==> config.mk <==
export PLATFORM = sky130hd
export DESIGN_NAME = data_memory_responder
export DESIGN_NICKNAME = d
export VERILOG_FILES = /design/src/rtl/data_memory_responder.sv
export SDC_FILE = /design/constraint.sdc
export NUM_CORES = 2
export LEC_CHECK = 0
export CORE_MARGIN = 10
export CORE_UTILIZATION = 50
export DETAILED_ROUTE_END_ITERATION = 8
export PLACE_DENSITY = 0.79
export SLEW_MARGIN = 30
export SYNTH_ARGS = -nofsm -noshare
export SYNTH_HDL_FRONTEND = slang
export SYNTH_SLANG_ARGS = --single-unit
==> constraint.sdc <==
create_clock -name clk_i -period 32.8 [get_ports clk_i]
set_input_delay 3.28 -clock clk_i [delete_from_list [all_inputs] [get_ports clk_i]]
set_output_delay 3.28 -clock clk_i [all_outputs]
set_load 0.01 [all_outputs]
==> src/rtl/data_memory_responder.sv <==
// Multi-cycle word-addressed data memory answering MEM-stage load/store requests.
// One request at a time over req/ack, fixed access latency, combinational pipeline stall.
module data_memory_responder #(
  parameter int unsigned DEPTH   = 32,
  parameter int unsigned LATENCY = 3
) (
  input  logic        clk_i,
  input  logic        rst_i,
  input  logic        req_i,
  input  logic        we_i,
  input  logic [31:0] addr_i,
  input  logic [31:0] wdata_i,
  output logic [31:0] rdata_o,
  output logic        ack_o,
  output logic        err_o,
  output logic        stall_o
);

  localparam int unsigned IdxW = $clog2(DEPTH);
  localparam int unsigned CntW = (LATENCY > 1) ? $clog2(LATENCY) : 1;

  localparam logic [1:0] StIdle = 2'd0;
  localparam logic [1:0] StBusy = 2'd1;
  localparam logic [1:0] StResp = 2'd2;

  logic [1:0]      state_q, state_d;
  logic [CntW-1:0] cnt_q, cnt_d;
  logic            we_q, we_d;
  logic [31:0]     addr_q, addr_d;
  logic [31:0]     wdata_q, wdata_d;
  logic [31:0]     rdata_q, rdata_d;
  logic            ack_q, ack_d;
  logic            err_q, err_d;
  logic [31:0]     mem_q [DEPTH];

  logic            access;
  logic            addr_err;
  logic            mem_we;
  logic [IdxW-1:0] idx;

  // Any address bit above the array span means out of range.
  assign idx      = addr_q[IdxW+1:2];
  assign addr_err = (addr_q[1:0] != 2'b00) || (addr_q[31:IdxW+2] != '0);
  assign access   = (state_q == StBusy) && (cnt_q == '0);
  assign mem_we   = access && we_q && !addr_err;

  always_comb begin
    state_d = state_q;
    cnt_d   = cnt_q;
    we_d    = we_q;
    addr_d  = addr_q;
    wdata_d = wdata_q;
    rdata_d = rdata_q;
    ack_d   = 1'b0;
    err_d   = 1'b0;
    case (state_q)
      StIdle: begin
        if (req_i) begin
          we_d    = we_i;
          addr_d  = addr_i;
          wdata_d = wdata_i;
          cnt_d   = CntW'(LATENCY - 1);
          state_d = StBusy;
        end
      end
      StBusy: begin
        if (cnt_q != '0) begin
          cnt_d = cnt_q - 1'b1;
        end else begin
          state_d = StResp;
          ack_d   = 1'b1;
          if (addr_err) begin
            err_d   = 1'b1;
            rdata_d = '0;
          end else if (!we_q) begin
            rdata_d = mem_q[idx];
          end
        end
      end
      StResp:  state_d = StIdle;
      default: state_d = StIdle;
    endcase
  end

  always_ff @(posedge clk_i or posedge rst_i) begin
    if (rst_i) begin
      state_q <= StIdle;
      cnt_q   <= '0;
      we_q    <= 1'b0;
      addr_q  <= '0;
      wdata_q <= '0;
      rdata_q <= '0;
      ack_q   <= 1'b0;
      err_q   <= 1'b0;
      for (int unsigned i = 0; i < DEPTH; i++) begin
        mem_q[IdxW'(i)] <= '0;
      end
    end else begin
      state_q <= state_d;
      cnt_q   <= cnt_d;
      we_q    <= we_d;
      addr_q  <= addr_d;
      wdata_q <= wdata_d;
      rdata_q <= rdata_d;
      ack_q   <= ack_d;
      err_q   <= err_d;
      if (mem_we) begin
        mem_q[idx] <= wdata_q;
      end
    end
  end

  assign rdata_o = rdata_q;
  assign ack_o   = ack_q;
  assign err_o   = err_q;
  assign stall_o = ((state_q == StIdle) && req_i) || (state_q == StBusy);

endmodule

==> results.sh <==
export IMPL_finalSetupTns_ps=0
export IMPL_layout_setup_ws_ps=24770
export IMPL_ys_flop_type="dfrtp_1"
export IMPL_design_area_um2=56500
export IMPL_layout_min_cycle_time_ps=8030
export IMPL_drt_initial_drc_count=2473
export IMPL_pwr_share_clk=0.361
export IMPL_slew_headroom=0.347
export IMPL_hold_start="rdata_o[1]"
export IMPL_drt_total_wl_um=127000
export IMPL_vias=29238
export IMPL_grt_pass1_wl_um=195000
export IMPL_drc=0
export IMPL_wl_per_cell_um=26.8
export IMPL_die_w_um=338
export IMPL_syn2layout_area_growth_pct=11.4
export IMPL_cts_setup_buffers=0
export IMPL_r2r_start="addr_q[3]"
export IMPL_max_freq_ghz=0.125
export IMPL_startpoint_type="input port"
export IMPL_ys_ff_latch=1127
export IMPL_fin_cells=4749
export IMPL_clkTransAtPathRegs_ps=60
export IMPL_final_cell_mix="mux2_2, dfrtp_1, mux4_2"
export IMPL_ir_worst_vdd_mv=0.0672
export IMPL_core_um2=100000
export IMPL_drt_pass1_iterations=7
export IMPL_leakagePower_nw=27.2
export IMPL_setup_viol=0
export IMPL_cp_end_kind="output port"
export IMPL_rrSetupSlack_ps=28500
export IMPL_io_buffers=102
export IMPL_vias_per_cell=6.16
export IMPL_pwr_share_comb=0.196
export IMPL_placed_area_um2=52400
export IMPL_synth_seq_area_share=0.556
export IMPL_finalHoldViolCount=0
export IMPL_cts_resized=0
export IMPL_finish_net_count=3362
export IMPL_yosys_cell_types_count=51
export IMPL_final_common_cell="mux2_2"
export IMPL_syn_area_per_cell_um2=15.3
export IMPL_hold_class="reg -> reg"
export IMPL_grt_overflow=0
export IMPL_synth_area_um2=50700
export IMPL_grt_max_degree=176
export IMPL_die_y_um=338
export IMPL_rows=116
export IMPL_syn_nets=3381
export IMPL_io_pins=103
export IMPL_worst_pin_slew_ps=979
export IMPL_clkLatencyLatePin_ps=700
export IMPL_synth_edff_count=0
export IMPL_p_seq_frac=0.443
export IMPL_maxCapViolations=0
export IMPL_outcome="finished, final reports clean"
export IMPL_htree_levels=3
export IMPL_grt_usage=0.219
export IMPL_ys_warnings_count=0
export IMPL_maxSlewViolCount=0
export IMPL_synthCells=3312
export IMPL_r2r_cells=8
export IMPL_finalCritPeriodShare=0.245
export IMPL_cp_max_fo=3
export IMPL_placedCellCount=4533
export IMPL_cts_buffer_depth=3
export IMPL_worstPathArrival_ps=4750
export IMPL_swShare=0.324
export IMPL_pre_cts_slack_ps=24780
export IMPL_final_layout_size_suffix_gt1_frac=0.478
export IMPL_holdPathEnd="rdata_o[1]"
export IMPL_synthArstFlopShare=1.00
export IMPL_rsz0062_at_grt="no"
export IMPL_p_sw_mw=1.22
export IMPL_cts_tree="yes"
export IMPL_power_per_cell_area_nw_per_um2=66.5
export IMPL_dp_hpwl_um=72700
export IMPL_cts_made_buffers=112
export IMPL_diodes=0
export IMPL_initial_core_util=0.505
export IMPL_grt_pass1_vias=30880
export IMPL_antenna_violating_nets_post_route=0
export IMPL_holdPathStages=2
export IMPL_intPower_mw=2.54
export IMPL_grt_antenna_before_repair=0
export IMPL_cp_data_required_time_ps=29520
export IMPL_die_area_um2=115000
export IMPL_r2r_end="rdata_o[30]"
export IMPL_fin_worst_skew_ps=24.4
export IMPL_clock_root_buffer="clkbuf_16"
export IMPL_path_class="in -> out"
export IMPL_cts_hold_buffers=0
export IMPL_total_power_mw=3.75
export IMPL_numClockSinks=1127
export IMPL_place_congestion=0.767
==> worst max path at each step <==
stage                     depth (start not counted)  slack, ps  endpoint   from
after floorplan                                   1      13970     ack_o  rst_i
after global placement                            5      24750   stall_o  req_i
after detailed placement                          5      24780   stall_o  req_i
after CTS                                         5      24760   stall_o  req_i
after global routing                              5      24700   stall_o  req_i
final                                             5      24770   stall_o  req_i
==> power by group through the flow <==
| stage | sequential (mW) | clock [mW] | combinational, mW |
|---|---|---|---|
| floorplan | 1.50 | 0 | 0.646 |
| global placement | 1.68 | 0 | 0.722 |
| detailed placement | 1.68 | 0 | 0.728 |
| CTS | 1.65 | 1.37 | 0.732 |
| global route | 1.68 | 1.43 | 0.774 |
| finish | 1.66 | 1.36 | 0.735 |
==> flip-flops by register name, indices dropped and copies added (netlist names) <==
signal	count
state_q	2
mem_q	1024
wdata_q	32
addr_q	32
cnt_q	2
ack_o	1
err_o	1
rdata_o	32
we_q	1
==> layout make-up <==
class                   count  area [µm²]
clock inverters            45         591
clock buffers             168        3350
fillers                  7720       43800
well taps                1357        1700
repair buffers            179        1770
multi-input cells        1865       20800
flip-flops and latches   1127       28200
inverters                   8        33.8
==> critical path, stage by stage <==
cell and delay [ps]:
clkdlybuf4s50_1 480, nor2_1 40, or2_2 300, inv_1 100, clkdlybuf4s50_1 550
==> kinds of logic after synthesis <==
group	Yosys count	share of synthesized area
multiplexers	1464	0.351
flip-flops	1127	0.556
buffers and inverters	320	0.0350
AO/OA/AOI/OAI	234	0.0343
AND/OR/NAND/NOR	166	0.0229
adder cells (fa/ha/maj)	1	0.000247
==> through the flow <==
| stage | util | hold slack (ps) |
|---|---|---|
| 6_report | 0.563 | 480 |
| 3_5_place_dp | 0.523 | 471 |
| 2_1_floorplan | - | 452 |
| 3_3_place_gp | 0.522 | 462 |
| 4_1_cts | 0.562 | 485 |
| 5_1_grt | 0.563 | 499 |
==> metal layers <==
layer | part of all wire | global-route usage | vias to the layer above | routed length (µm)
li1 | - | - | 12223 | -
met1 | 0.43 | 0.300 | 15931 | 55200
met2 | 0.48 | 0.352 | 827 | 60800
met3 | 0.054 | 0.0336 | 257 | 6850
met4 | 0.034 | 0.0769 | 0 | 4300
met5 | 0 | 0 | - | 0
==> Yosys cell counts, types with 8 or more instances <==
cell type / n / area share
a211oi_1: 8 / 0.0012
a221oi_1: 54 / 0.0093
buf_1: 36 / 0.0027
buf_2: 45 / 0.0044
buf_4: 83 / 0.012
buf_6: 27 / 0.0060
clkbuf_1: 121 / 0.0090
dfrtp_1: 1127 / 0.56
inv_1: 8 / 0.00059
mux2_1: 66 / 0.015
mux2_2: 1141 / 0.25
mux2i_1: 126 / 0.025
mux4_2: 131 / 0.058
nand2_1: 35 / 0.0026
nand3_1: 31 / 0.0031
nor2_1: 10 / 0.00074
nor2_4: 32 / 0.0071
o22a_1: 30 / 0.0052
o22ai_1: 90 / 0.011
o31ai_1: 30 / 0.0044
(Power assumes the default switching activity.)
